[src/rtl/pflink_rx_framer.sv]
// Purpose: PF link RX framer - comma alignment at either byte offset, hunt/verify/locked
//          qualification, and packing of GROUP aligned words into one strobed output word.
// Latency: raw word of the last slot at cycle t -> out_stb at t+2. Backpressure: none, the GT stream cannot stall.
module pflink_rx_framer #(
  parameter int          GROUP    = 2,
  parameter logic [7:0]  COMMA    = 8'hBC,
  parameter logic [7:0]  PAD      = 8'h1C,
  parameter int          LOCK_CNT = 4,
  parameter int          LOSS_CNT = 4,
  parameter int          CNT_W    = 32
) (
  input  logic                 clk_link,
  input  logic                 reset,
  input  logic [15:0]          rx_d_i,
  input  logic [1:0]           rx_k_i,
  input  logic [1:0]           rx_nit_i,
  input  logic                 rx_rst_done,
  input  logic                 counter_reset,
  output logic [16*GROUP-1:0]  out_d,
  output logic [2*GROUP-1:0]   out_k,
  output logic                 out_stb,
  output logic                 out_v,
  output logic                 locked,
  output logic                 byte_shift,
  output logic [CNT_W-1:0]     err_count,
  output logic [15:0]          relock_count
);

  localparam int              PH_W    = (GROUP > 2) ? $clog2(GROUP) : 1;
  localparam logic [PH_W-1:0] LAST_PH = PH_W'(GROUP - 1);
  localparam logic [3:0]      LOCK4   = 4'(LOCK_CNT);
  localparam logic [3:0]      LOSS4   = 4'(LOSS_CNT);

  typedef enum logic [1:0] {HUNT, VERIFY, LOCKED} state_t;

  // One aligned GT word with the rx_rst_done level that arrived alongside it.
  typedef struct packed {
    logic [15:0] d;
    logic [1:0]  k;
    logic [1:0]  nit;
    logic        rdone;
  } word_t;

  state_t               state_q, state_n;
  logic [7:0]           hold_d;
  logic                 hold_k, hold_nit;
  word_t                al_q, al_n;
  logic                 al_vld;
  logic [PH_W-1:0]      phase_q, phase_cur, phase_n;
  logic [3:0]           good_q, good_n, miss_q, miss_n;
  logic                 synced_q, synced_n, shift_n, relock_inc;
  logic [16*GROUP-1:0]  grp_dat_q, grp_dat_n;
  logic [2*GROUP-1:0]   grp_k_q, grp_k_n;
  logic                 grp_err_q, grp_err_n, grp_ok_q, grp_ok_n, emit;
  logic                 raw_lo, raw_hi, al_comma, al_bad;

  // Shifted alignment takes the low byte of this word as the upper half and the held upper byte as the lower half.
  assign al_n = byte_shift
              ? word_t'{d: {rx_d_i[7:0], hold_d}, k: {rx_k_i[0], hold_k},
                        nit: {rx_nit_i[0], hold_nit}, rdone: rx_rst_done}
              : word_t'{d: rx_d_i, k: rx_k_i, nit: rx_nit_i, rdone: rx_rst_done};

  assign raw_lo   = (rx_k_i == 2'b01) && (rx_d_i[7:0] == COMMA);
  assign raw_hi   = (rx_k_i == 2'b10) && (rx_d_i[15:8] == COMMA);
  assign al_comma = al_vld && (al_q.k == 2'b01) && (al_q.d[7:0] == COMMA);
  assign al_bad   = al_vld && ((al_q.nit != 2'b00) || !al_q.rdone);

  // Outside LOCKED a comma resynchronises the slot counter; in LOCKED it must already sit at slot 0.
  assign phase_cur = (al_comma && (state_q != LOCKED)) ? '0 : phase_q;
  assign phase_n   = !al_vld ? phase_q : ((phase_cur == LAST_PH) ? '0 : phase_cur + 1'b1);
  assign locked    = (state_q == LOCKED);

  // Align stage: keep the upper byte of the previous raw word and register the aligned word.
  always_ff @(posedge clk_link) begin
    if (reset) begin
      hold_d   <= '0;
      hold_k   <= 1'b0;
      hold_nit <= 1'b0;
      al_q     <= '0;
      al_vld   <= 1'b0;
    end else begin
      hold_d   <= rx_d_i[15:8];
      hold_k   <= rx_k_i[1];
      hold_nit <= rx_nit_i[1];
      al_q     <= al_n;
      al_vld   <= 1'b1;
    end
  end

  // Lock FSM next state: HUNT scans raw bytes, VERIFY/LOCKED judge the aligned stream.
  // The first aligned comma in VERIFY is the one HUNT already counted, so it only syncs the phase.
  always_comb begin
    state_n    = state_q;
    shift_n    = byte_shift;
    good_n     = good_q;
    miss_n     = miss_q;
    synced_n   = synced_q;
    relock_inc = 1'b0;
    case (state_q)
      HUNT: begin
        if (raw_lo || raw_hi) begin
          shift_n  = !raw_lo;
          state_n  = VERIFY;
          good_n   = 4'd1;
          synced_n = 1'b0;
        end
      end
      VERIFY: begin
        if (al_bad) begin
          state_n = HUNT;
        end else if (al_comma) begin
          if (!synced_q) begin
            synced_n = 1'b1;
            if (good_q >= LOCK4) begin
              state_n = LOCKED;
              miss_n  = '0;
            end
          end else if (phase_q == '0) begin
            good_n = good_q + 4'd1;
            if (good_q + 4'd1 >= LOCK4) begin
              state_n = LOCKED;
              miss_n  = '0;
            end
          end else begin
            state_n = HUNT;
          end
        end
      end
      LOCKED: begin
        if (al_comma && (phase_q != '0)) begin
          state_n    = HUNT;
          relock_inc = 1'b1;
        end else if (al_bad) begin
          miss_n = miss_q + 4'd1;
          if (miss_q + 4'd1 >= LOSS4) begin
            state_n    = HUNT;
            relock_inc = 1'b1;
          end
        end else if (al_vld) begin
          miss_n = '0;
        end
      end
      default: state_n = HUNT;
    endcase
  end

  // Group assembly: only a group opened at slot 0 while locked, and still locked at its last slot, is emitted.
  always_comb begin
    grp_dat_n = grp_dat_q;
    grp_k_n   = grp_k_q;
    grp_err_n = 1'b0;
    grp_ok_n  = 1'b0;
    emit      = 1'b0;
    if ((state_q == LOCKED) && al_vld) begin
      grp_dat_n[32'(phase_cur) * 16 +: 16] = al_q.d;
      grp_k_n[32'(phase_cur) * 2 +: 2]     = al_q.k;
      if (phase_cur == '0) begin
        grp_ok_n  = 1'b1;
        grp_err_n = al_bad;
      end else begin
        grp_ok_n  = grp_ok_q;
        grp_err_n = grp_err_q | al_bad;
      end
      emit = (phase_cur == LAST_PH) && grp_ok_n && (state_n == LOCKED);
    end
  end

  // FSM, phase and group state registers.
  always_ff @(posedge clk_link) begin
    if (reset) begin
      state_q    <= HUNT;
      byte_shift <= 1'b0;
      phase_q    <= '0;
      good_q     <= '0;
      miss_q     <= '0;
      synced_q   <= 1'b0;
      grp_dat_q  <= '0;
      grp_k_q    <= '0;
      grp_err_q  <= 1'b0;
      grp_ok_q   <= 1'b0;
    end else begin
      state_q    <= state_n;
      byte_shift <= shift_n;
      phase_q    <= phase_n;
      good_q     <= good_n;
      miss_q     <= miss_n;
      synced_q   <= synced_n;
      grp_dat_q  <= grp_dat_n;
      grp_k_q    <= grp_k_n;
      grp_err_q  <= grp_err_n;
      grp_ok_q   <= grp_ok_n;
    end
  end

  // Output register: strobe completed groups, hold between strobes, fill with PAD whenever not locked.
  always_ff @(posedge clk_link) begin
    if (reset) begin
      out_d   <= {(2*GROUP){PAD}};
      out_k   <= '1;
      out_stb <= 1'b0;
      out_v   <= 1'b0;
    end else begin
      out_stb <= emit;
      out_v   <= emit && !grp_err_n;
      if (emit) begin
        out_d <= grp_dat_n;
        out_k <= grp_k_n;
      end else if (state_n != LOCKED) begin
        out_d <= {(2*GROUP){PAD}};
        out_k <= '1;
      end
    end
  end

  // Saturating error and relock counters; counter_reset wins over a same-cycle increment.
  always_ff @(posedge clk_link) begin
    if (reset || counter_reset) begin
      err_count    <= '0;
      relock_count <= '0;
    end else begin
      if (al_bad && (err_count != '1)) err_count <= err_count + 1'b1;
      if (relock_inc && (relock_count != 16'hFFFF)) relock_count <= relock_count + 16'd1;
    end
  end

endmodule

[config.mk]
export PLATFORM = sky130hd
export DESIGN_NAME = pflink_rx_framer
export DESIGN_NICKNAME = d
export VERILOG_FILES = /design/src/rtl/pflink_rx_framer.sv
export SDC_FILE = /design/constraint.sdc
export NUM_CORES = 1
export LEC_CHECK = 0
export CORE_MARGIN = 8
export CORE_UTILIZATION = 35
export DETAILED_ROUTE_END_ITERATION = 8
export HOLD_SLACK_MARGIN = 0.1
export PLACE_DENSITY = 0.66
export SYNTH_ARGS = -nofsm -noshare
export SYNTH_HDL_FRONTEND = slang
export SYNTH_SLANG_ARGS = --single-unit
[constraint.sdc]
create_clock -name clk_link -period 2.2 [get_ports clk_link]
set_input_delay 0.44 -clock clk_link [delete_from_list [all_inputs] [get_ports clk_link]]
set_output_delay 0.44 -clock clk_link [all_outputs]
set_load 0.01 [all_outputs]
### Word level (Yosys, flattened, before mapping)

Index checks and enable logic that the tools add are counted.

| storage, ports and cells | value |
|---|---|
| register bits after elaboration | 169 |
| bits in latches | 0 |
| memory bits (writable) | 0 |
| bits in read-only memories | 0 |
| output and inout bits | 88 |
| word-level logic and storage cells | 144 |
| memories kept | 0 |

| operators by class | value |
|---|---|
| add/subtract/negate cells | 7 |
| multipliers | 0 |
| divide/modulo/power cells | 0 |
| $lt $le $gt $ge | 3 |
| equality and inequality tests | 23 |
| shifts and indexed selects | 4 |
| muxes and demuxes | 52 |
| bitwise gates (word level) | 2 |
| reductions and logical operators | 29 |

Operators with widths:

| operator | count |
|---|---|
| $mux 32 | 3 |
| $mux 4 | 17 |
| $neg 2->34 | 1 |
| $neg 5->34 | 1 |
| $shift 16x34->32 const A | 1 |
| $shift 2x34->4 const A | 1 |
| $shiftx 16x34->32 | 1 |
| $shiftx 2x34->4 | 1 |
| $add 32x1->32 const B | 1 |
| $bwmux 32 | 1 |
| $ne 32x32->1 const B | 1 |
| $eq 8x8->1 const B | 3 |
| $mux 21 | 1 |
| $mux 2 | 10 |
| $add 16x1->16 const B | 1 |
| $ne 16x16->1 const B | 1 |
| $ne 2x2->1 const B | 8 |
| $pmux 4 s2 | 2 |
| $mux 1 | 15 |
| $logic_and 1x1->1 | 13 |
| $ge 4x3->1 const B | 3 |
| $ne 3x3->1 const B | 3 |
| $add 4x1->4 const B | 2 |
| $reduce_and 8->1 | 1 |
| 17 further kinds | 28 |

### Longest topological paths before layout

| logic depth | value |
|---|---|
| depth in word-level cells | 12 |
| gate-level depth with buffers | 9 |

### Worst setup path before layout

OpenSTA, ideal clock, no wires.

| timing path | value |
|---|---|
| kind | input to register |
| start | in rx_k_i[1] |
| end | reg good_q[3] |
| library setup time | 75 ps |
| arrival | 2,136 ps |
| setup slack | -11 ps |
| stages on the path | 5 |
| buffers on the path | 0 |
| path through | or4b_2 nor4_1 o21ai_1 a2111o_1 o22ai_1 |

| between the ends | value |
|---|---|
| word-level cells in the longest chain between the ends | 5 |

Ends and longest elaborated chain:

| element | RTL line | text |
|---|---|---|
| start: declaration | 15 | `input logic [1:0] rx_k_i,` |
| $eq 2x1->1 / $eq 2x2->1 (equally long branches) | 63, 64 |  |
| $logic_and 1x1->1, on equally long branches | 63, 64 |  |
| $logic_or 1x1->1 * | 101 | `if (raw_lo \|\| raw_hi) begin` |
| $ne 2x2->1 (no source line) * | n/a |  |
| $reduce_and 6->1 (no source line) * | n/a |  |
| end signal: assignment | 185 | `good_q <= good_n;` |
| end: declaration | 50 | `logic [3:0] good_q, good_n, miss_q, miss_n;` |

Mark *: on every way between the ends. The rest lies on a longest branch, timed or not.
A chain may end at the register's enable or synchronous reset.

### Final worst setup path

| timing path | value |
|---|---|
| start | reg al_q[4] (netlist name) |
| end | reg relock_count[7] |

| between the ends | value |
|---|---|
| word-level cells in the longest chain between the ends | 7 |

Ends and longest elaborated chain:

| element | RTL line | text |
|---|---|---|
| start: declaration | 47 | `word_t al_q, al_n;` |
| start signal: assignment | 85 | `al_q <= al_n;` |
| $eq 2x1->1 | 65 | `assign al_comma = al_vld && (al_q.k == 2'b01) && (al_q.d[7:0] == COMMA);` |
| $logic_and 1x1->1 (2 in series) | 65 |  |
| $logic_and 1x1->1 | 130 | `if (al_comma && (phase_q != '0)) begin` |
| $mux 1 | 130 |  |
| $mux 1 | 99 | `case (state_q)` |
| $logic_and 1x1->1 | 222 | `if (relock_inc && (relock_count != 16'hFFFF)) relock_count <= relock_count + 16'd1;` |
| end signal: assignment | 222 |  |
| end: declaration | 26 | `output logic [15:0] relock_count` |

Every way passes these cells.

==> key figures <==
Outcome
  • Status: completed

Place
  • Cells after DPL: 1109
  • GP Congestion: 0.830
  • DP HPWL: 12400 um
  • # port buffers: 111

Synthesis
  • Mean post-synth cell area: 8.38 um^2
  • Area leader, netlist: dfxtp_1
  • Count leader, synth: dfxtp_1
  • Mapped Cells: 756
  • Fraction of registers with async set/reset: 0
  • Mapped Area: 6330 um^2
  • Flops & latches, synth: 151
  • Commonest cells post-synth: dfxtp_1 (151), nand2_1 (144), a21oi_1 (78)
  • Synth top area cells: dfxtp_1 (48%), nand2_1 (8.5%), a21oi_1 (6.2%)
  • Synth Net Count: 784
  • Top FF cell, synth: dfxtp_1
  • EDFF count, synth: 0
  • Yosys warning count: 0
  • Sequential-to-total area share from yosys stat: 0.477
  • Synth top area share: 0.477
  • Synth cell types: 57

Global route
  • Vias in the first global route: 5450
  • All-layer global routing usage: 0.153
  • Global-route wire length before repair: 27900 um
  • Largest net degree at the start of global routing: 37
  • GR Overflow Total: 0
  • Initial antenna violation count: 0

Job
  • Max_cap viols: 0

Power
  • Power Dens Cells: 681 nW/um^2
  • Sw frac: 0.215
  • Combinational share of power: 0.033
  • P_sw: 1.27 mW
  • Sequential power share: 0.474
  • Clk pwr share: 0.493
  • VDD IR max: 0.601 mV
  • Design internal power: 4.63 mW
  • Static Leak: 2.94 nW

Floorplanning
  • Die area: 22700 um^2
  • Ports: 112
  • Die Y: 151 um
  • Effective utilization at floorplan: 0.355
  • Rows: 49
  • Chip width: 151 um
  • Core area: 17800 um^2

Worst setup path
  • CP max-delay cell: or4_1
  • CP delay by family, top: simple AND/OR/NAND/NOR gates
  • WS Path Type: reg -> reg
  • Cell Chain, Critical Path: nand4bb_1 -> or3_4 -> o22a_4 -> buf_12 -> or4_1 -> a21oi_1
  • CP max FO: 28
  • Setup crit end kind: register
  • Startpoint Class: register
  • Critical Path RT: 2.55 ns
  • CP max stage delay: 0.47 ns
  • Worst Path Buf+Inv: 1
  • Worst path arrival time: 2.46 ns

Drt
  • Final ANT Viol Nets: 0
  • M1 wire length: 7860 um
  • DRC: 0
  • DR iter-0 viols: 502
  • DR pass1 iterations: 5
  • Routed vias/inst: 5.20
  • WL met2: 8120 um
  • Highest Signal Layer: met4
  • Via count: 5925
  • DR WL/cell: 15.2 um
  • Wire length on met3: 1040 um
  • Total Wirelength: 17300 um

STA
  • Hold Fails Final Rpt: 0
  • Crit share post-route: 0.960
  • Final Max Tran Viols: 0
  • Clock skew: 0.00900 ns
  • Final setup viols: 0
  • Max Clock Freq: 474 MHz
  • Minimum clock period: 2.11 ns
  • Slew at the pin closest to its max-slew limit: 0.657 ns
  • Hold slack: 0.359 ns
  • Rel. slew slack: 0.556

Finish
  • FILL cells: 1698
  • Antenna Cells: 0
  • Final cell count without fillers: 1140
  • Multi-input gate area: 3140 um^2
  • Area growth from synthesis to layout: 36.6%
  • Layout cells sized above 1: 0.122
  • Nets: 928
  • Seq. cell area: 3030 um^2

Clock tree
  • CTS tree: built
  • CTS Sinks: 151
  • H-tree depth: 4
  • CTS Buf Count: 17
  • Worst-Skew Late Latency: 0.42 ns
  • Clock slew seen by the registers of the worst setup and hold paths: 0.06 ns
  • Clk buf depth: 2
  • Clock Root Buffer: clkbuf_16
  • Post-CTS Hold Buffers: 0

Hold path
  • Worst Hold Class: in -> reg
[registers in the layout (all words and copies together) (netlist names), 4 cells and up]
register,cells
grp_dat_q,16
good_q,4
out_d,32
miss_q,4
out_k,4
err_count,32
al_q,21
relock_count,16
hold_d,8
[power by group through the flow]
| stage | clock, mW | combinational (mW) | sequential, mW |
|---|---|---|---|
| 2_1_floorplan | 0 | 0.0826 | 2.84 |
| 3_5_place_dp | 0 | 0.191 | 2.85 |
| 5_1_grt | 3.08 | 0.211 | 2.80 |
| 3_3_place_gp | 0 | 0.190 | 2.85 |
| 4_1_cts | 2.98 | 0.193 | 2.79 |
| 6_report | 2.91 | 0.192 | 2.79 |
[routing by layer]
metal	up-vias	GRT usage
li1	2998	-
met1	2761	0.199
met2	144	0.239
met3	22	0.0421
met4	0	0.0560
met5	-	0
[cells by family (layout without fill, tap and decap cells)]
group | Yosys count | count (layout) | share of synthesized area
flip-flops | 151 | 151 | 0.477
adder cells (fa/ha/maj) | 4 | 4 | 0.00790
AO/OA/AOI/OAI | 156 | 156 | 0.148
XOR/XNOR | 9 | 9 | 0.0124
buffers and inverters | 57 | 212 | 0.0369
multiplexers | 24 | 24 | 0.0381
AND/OR/NAND/NOR | 355 | 355 | 0.279
[final timing paths]
| path | slack (ns) | from | endpoint | depth (start not counted) |
|---|---|---|---|---|
| max | 0.09 | al_q[4] | relock_count[7] | 6 |
| min | 0.36 | reset | relock_count[15] | 3 |
| max reg2reg | 0.09 | al_q[4] | relock_count[7] | 6 |
| min reg2reg | 0.45 | al_q[17] | grp_dat_q[12] | 2 |
[metrics by stage]
stage	setup TNS, ns	total power [mW]	util	instance area, um^2	setup slack [ns]
after global routing	-0.589	6.09	0.485	8650	-0.0478
after detailed placement	-2.31	3.04	0.449	8000	-0.464
after CTS	0	5.96	0.482	8610	0.00777
after global placement	-1.99	3.04	0.449	8000	-0.410
final	0	5.89	0.485	8650	0.0882
after floorplan	0	2.92	-	6340	0.0614
[final cells by class]
class,instances,share of cell area
clock inverters,9,0.0133
flip-flops and latches,151,0.350
repair buffers,171,0.181
multi-input cells,548,0.363
clock buffers,21,0.0544
inverters,11,0.00506
well taps,229,0.0331
[tightest hold or removal path, delay by kind of cell]
family | cells | cell delay (ns)
simple gates | 1 | 0.11
mux | 1 | 0.05
buf+inv | 1 | 0.13
[placed cells by master (no fill, tap or decap), drive strengths merged, types with 3 or more instances in the layout]
cell and n:
dfxtp 151, nand2 144, clkdlybuf4s50 110, a21oi 78
buf 61, nor2 45, nand3 36, mux2i 23
or3 23, nand4 22, o21ai 22, clkbuf 21
or4 19, o31ai 17, inv 15, nor2b 14
nor3 11, xnor2 9, and4 9, a2111oi 7
nor4 7, and3 6, a31oi 6, a211oi 4
ha 4, nand2b 3, nand3b 3, and2 3
a31o 3
[timing repair]
item / 4_1_cts / 5_1_grt
setup endpoints to repair: 19 / 58
hold endpoints to repair: 0 / 0
gates cloned: 0 / 0
gates resized for setup: 3 / 11
pin swaps: 0 / 2
buffers inserted: 0 / 1
Note: power is estimated with default switching activity, not from simulation.
==> variant 1, RTL diff (same flow settings) <==
Take the reset off `grp_dat_q` and load it in a clocked block of its own.
--- a/src/rtl/pflink_rx_framer.sv
+++ b/src/rtl/pflink_rx_framer.sv
@@ -176,3 +176,2 @@
       synced_q   <= 1'b0;
-      grp_dat_q  <= '0;
       grp_k_q    <= '0;
@@ -187,3 +186,2 @@
       synced_q   <= synced_n;
-      grp_dat_q  <= grp_dat_n;
       grp_k_q    <= grp_k_n;
@@ -192,2 +190,6 @@
     end
+  end
+
+  always_ff @(posedge clk_link) begin
+    grp_dat_q <= grp_dat_n;
   end
Formal check against the unedited RTL: same outputs for any inputs over 10 cycles, from zero or initial values and one cycle with reset high; that may be too few to reach the edited logic, so the function may still have changed.
==> variant 1 against the original RTL <==
Sequential cell count stayed put. Setup slack better by 0.0060 ns. Hold slack better by 0.053 ns. Maximum frequency is 0.28% higher. Design area down 0.12%. Total power is 0.49% higher. Area after synthesis is 2.5% higher. Wire length up 2.8%. Register-to-register slack improved by 0.04 ns. Sequential power is essentially flat. Sequential share of layout area about the same.
==> variant 1: results (changes against the original RTL) <==
- **run status** complete, no violations
- **area post-placement** 0.008014 mm^2, +0.13%
- **GR Layer Usage met3** 4.056%, -0.15 points
- **met2 capacity usage during global routing** 25.24%, +1.3 points
- **wire length of the first global-routing pass** 29350 um, +5.2%
- **final worst clock skew** 0.01245 ns, +0.003449 ns
- **detailed-routing iteration count for the pre-antenna-repair pass** 4, -1
- **total area of sequential cells** 0.003024 mm^2, about the same
- **leakage power summed over all cells** 3.053 nW, +3.9%
- **number of standard cells in the layout, taps in and fillers out** 1103, -3.2%
- **overall global routing resource usage** 15.36%, +0.018 points
- **Critical Path Slowest Stage Cell** sky130_fd_sc_hd__or4b_1
- **post-synth top area share** 46.59%, -1.2 points
- **vias post-DR** 5899, -0.44%
- **# fillers** 1729, +1.8%
- **share of synthesized flip-flops with an asynchronous set or reset** 0%, unchanged
- **synthesized area per cell** 8.950 um^2, +6.9%
- **number of global-route vias before repair** 5694, +4.5%
- **post-synthesis cell type count** 71, +25%
- **top cells by instance count after synthesis** 151 x sky130_fd_sc_hd__dfxtp_1, 77 x sky130_fd_sc_hd__nand2_1, 64 x sky130_fd_sc_hd__a21oi_1
- **Final Routed Wirelength** 17760 um, +2.8%
- **Synth area leaders** sky130_fd_sc_hd__dfxtp_1 47%, sky130_fd_sc_hd__a21oi_1 4.9%, sky130_fd_sc_hd__nand2_1 4.5%, sky130_fd_sc_hd__nand3_1 4.4%, sky130_fd_sc_hd__mux2i_1 3.2%
- **final net count** 884, -4.7%
- **proportion of layout cells with a drive suffix above 1** 13.35%, +1.2 points
- **number of design-rule violations left by the first detailed-router iteration** 404, -20%
- **Rel. slew slack** 52.76%, -2.9 points
- **top fanout value on the critical path** 4, -86%
- **number of nets in the synthesized netlist** 753, -4.0%
- **worst IR drop on VDD** 0.4900 mV, -18%
- **maximum number of pins on one net before global-route repair** 45, +22%
- **master cell of the clock root buffer** sky130_fd_sc_hd__clkbuf_16
- **final RePlAce weighted congestion** 0.8291, about the same
==> variant 1: path summary, 6_finish.rpt <==
check / slack (ns) / to / from / cells past startpoint
min reg2reg: 0.46 / out_d[15] / out_d[15] / 2
max reg2reg: 0.13 / err_count[30] / err_count[0] / 6
max: 0.09 / good_q[3] / rx_k_i[1] / 6
min: 0.41 / al_vld / reset / 2
==> variant 1: report_power, final <==
part           internal, mW  switching [mW]  total, mW  leakage, nW
sequential             2.77          0.0238       2.79         1.23
clock                  1.54            1.38       2.92        0.291
combinational        0.0958           0.115      0.211         1.54
total                  4.40            1.52       5.92         3.05
==> variant 1: layout make-up <==
class	count	area share, %
inverters	6	0.2606
multi-input cells	524	37.30
flip-flops and latches	151	34.99
repair buffers	156	17.03
clock buffers	17	4.923
clock inverters	15	2.114
well taps	234	3.388
==> variant 1: worst reg2reg max path: stages, from the launching register on <==
cell and delay, ns:
sky130_fd_sc_hd__dfxtp_1 0.34, sky130_fd_sc_hd__ha_1 0.18, sky130_fd_sc_hd__and3_1 0.20, sky130_fd_sc_hd__nand4_1 0.14, sky130_fd_sc_hd__or4_1 0.67, sky130_fd_sc_hd__or3_1 0.35
sky130_fd_sc_hd__a21oi_1 0.14
==> variant 1: what timing repair did <==
action,in CTS,in global routing
endpoints found under the hold margin,0,0
gates resized for setup,0,5
setup endpoints to repair,0,8
==> variant 1: kinds of logic after synthesis <==
kind of cell	Yosys count	synth area share [%]
buf+inv	50	3.991
xor+xnor	7	0.9449
mux	38	6.190
fa+ha+maj	4	0.7713
flops	151	46.59
simple gates	329	27.25
compound gates	146	14.27
==> variant 1: metal layers <==
| layer | wire (um) | vias up | share of wire [%] |
|---|---|---|---|
| li1 | - | 2954 | - |
| met4 | 218 | 0 | 1.2 |
| met1 | 8218 | 2819 | 46 |
| met5 | 0 | - | 0 |
| met3 | 719 | 18 | 4.0 |
| met2 | 8602 | 108 | 48 |
==> variant 2, RTL diff (config.mk and constraints unchanged) <==
Without the edit above. The parameter `GROUP` goes from 2 to 4.
--- a/src/rtl/pflink_rx_framer.sv
+++ b/src/rtl/pflink_rx_framer.sv
@@ -4,3 +4,3 @@
 module pflink_rx_framer #(
-  parameter int          GROUP    = 2,
+  parameter int          GROUP    = 4,
   parameter logic [7:0]  COMMA    = 8'hBC,
Interface: changed (resized out_d and out_k); port bits go from 112 to 148. The function was not compared with the original's and may differ.
==> variant 2 against the original RTL <==
The run now ends with negative setup slack left. Sequential share of layout area shrank 1.8 points. Area after synthesis grew 54%. Total power grew 55%. Setup slack lost 0.57 ns. Sequential cell count grew 91. Sequential power grew 60%. Design area grew 69%. Wire length grew 68%. Critical path type unchanged. Critical endpoint is now out_d[33].
==> variant 2: results (changes against the original RTL) <==
- **run status** complete, but fails checks
- **violated checks** negative setup slack
- **# fillers** 2427, +43%
- **cell count of the worst hold path** 2, -1
- **total setup violations reported at the end of the flow** 160, +160
- **number of vias per cell after detailed routing** 5.092, -2.0%
- **Min Hold Slack** 0.2117 ns, -0.1468 ns
- **worst skew pair latency** 0.54 ns, +0.12 ns
- **H-tree Lvls** 1, -3
- **final RePlAce weighted congestion** 0.7929, -4.5%
- **largest registers ranked by flip-flop count** grp_dat_q (64), out_d (64), err_count (32)
- **leakage power summed over all cells** 5.326 nW, +81%
- **Worst Reg2Reg Path Length in Cells** 12, +6
- **post-synthesis cell type count** 66, +16%
- **maximum count of clock buffers along a single path** 3, +1
- **vias post-DR** 8600, +45%
- **proportion of synthesized chip area in sequential cells** 49.81%, +2.1 points
- **peak-usage layer in the global routing report** met2
- **wire length of the first global-routing pass** 44860 um, +61%
- **worst IR drop on VDD** 0.5001 mV, -17%
- **Routed WL per cell** 17.15 um, +13%
- **top fanout value on the critical path** 7, -75%
- **cts bufs inserted** 27, +10
- **overall global routing resource usage** 16.30%, +0.97 points
- **endpoint of the most critical register-to-register path** out_d[33]
- **proportion of layout cells with a drive suffix above 1** 29.37%, +17 points
- **number of nets in the synthesized netlist** 1080, +38%
- **fraction of met1 tracks used by global routing** 19.65%, -0.24 points
- **count of input and output buffers** 147, +32%
- **final net count** 1327, +43%
- **post-synthesis cell count** 1046, +38%
- **GR Layer Usage met3** 4.255%, +0.047 points
- **number of global-route vias before repair** 8415, +54%
- **sum of net half-perimeters after detailed placement** 18870 um, +52%
- **Worst Hold Launch** reset
- **area post-placement** 0.01279 mm^2, +60%
- **setup slack after layout** -0.4772 ns, -0.5654 ns
- **delay of the slowest critical-path stage** 0.55 ns, +0.08 ns
- **R2R Path Start** al_q[5]
- **number of design-rule violations left by the first detailed-router iteration** 438, -13%
- **Critical Path Slowest Stage Cell** sky130_fd_sc_hd__or4_4
- **data arrival at the endpoint of the critical path** 3.13 ns, +0.67 ns
- **maximum number of pins on one net before global-route repair** 118, +220%
- **Synth area leaders** sky130_fd_sc_hd__dfxtp_1 50%, sky130_fd_sc_hd__nor2_1 7.5%, sky130_fd_sc_hd__a211oi_2 5.1%, sky130_fd_sc_hd__and3_1 3.1%, sky130_fd_sc_hd__nand2_1 3.0%
- **met2 capacity usage during global routing** 28.04%, +4.1 points
- **end of the worst hold path** al_vld
- **top cells by instance count after synthesis** 242 x sky130_fd_sc_hd__dfxtp_1, 194 x sky130_fd_sc_hd__nor2_1, 78 x sky130_fd_sc_hd__nand2_1
- **Rel. slew slack** 47.60%, -8.1 points
variant 2: cell families after synthesis:
group | count (synthesis) | share of synthesized area, %
AOI/OAI and AO/OA | 212 | 16.98
DFF | 242 | 49.81
buffers and inverters | 74 | 3.486
xor gates and xnor gates | 35 | 3.152
and+or+nand+nor | 446 | 22.50
adders and majority gates | 10 | 1.287
muxes | 27 | 2.779
variant 2: through the flow:
step | setup TNS (ns) | setup slack, ns | total power, mW
2_1_floorplan | -46.79 | -0.4347 | 4.706
3_3_place_gp | -35.99 | -0.4448 | 4.903
3_5_place_dp | -39.91 | -0.4230 | 4.906
4_1_cts | -36.16 | -0.3306 | 9.176
5_1_grt | -65.51 | -0.5477 | 9.413
6_report | -51.01 | -0.4772 | 9.110
variant 2: how the worst max path moves through the flow:
stage               cells after the start   endpoint       from
floorplan                              10  out_d[34]     al_vld
global placement                        7  good_q[1]  rx_k_i[0]
detailed placement                      7  good_q[1]  rx_k_i[0]
CTS                                    12  out_d[45]    al_q[5]
global route                           12  out_d[33]    al_q[5]
finish                                 12  out_d[33]    al_q[5]
variant 2: metal layers:
layer	routed length [um]	up-vias
li1	-	4223
met1	12210	4110
met2	14210	213
met3	1837	54
met4	721	0
met5	0	-
variant 2: cell type report:
type / instances / area (um^2) / share of cell area, %
Inverter: 8 / 32.53 / 0.2229
Clock inverter: 5 / 57.56 / 0.3943
Tap cell: 378 / 473.0 / 3.240
Multi-Input combinational cell: 730 / 5547 / 38.00
Timing Repair Buffer: 284 / 2867 / 19.64
Sequential cell: 242 / 4848 / 33.22
Clock buffer: 42 / 772.0 / 5.289
variant 2: timing repair:
action	4_1_cts	5_1_grt
setup buffers	12	18
resized for setup	54	61
cloned	5	4
setup endpoints to repair	148	171
pin swaps	24	33
variant 2: critical path: cells and delay by family (launching register included):
kind                       cells  cell delay [ns]
and+or+nand+nor                3             0.95
buffers and inverters          6             0.76
AOI/OAI and AO/OA              2             0.41
DFF                            1             0.31
adders and majority gates      1             0.17
variant 2: report_power, final:
group,internal [mW],total (mW),switching [mW],leakage (nW)
clock network,2.51,4.25,1.74,0.405
registers,4.42,4.46,0.0371,1.96
logic,0.192,0.400,0.209,2.96
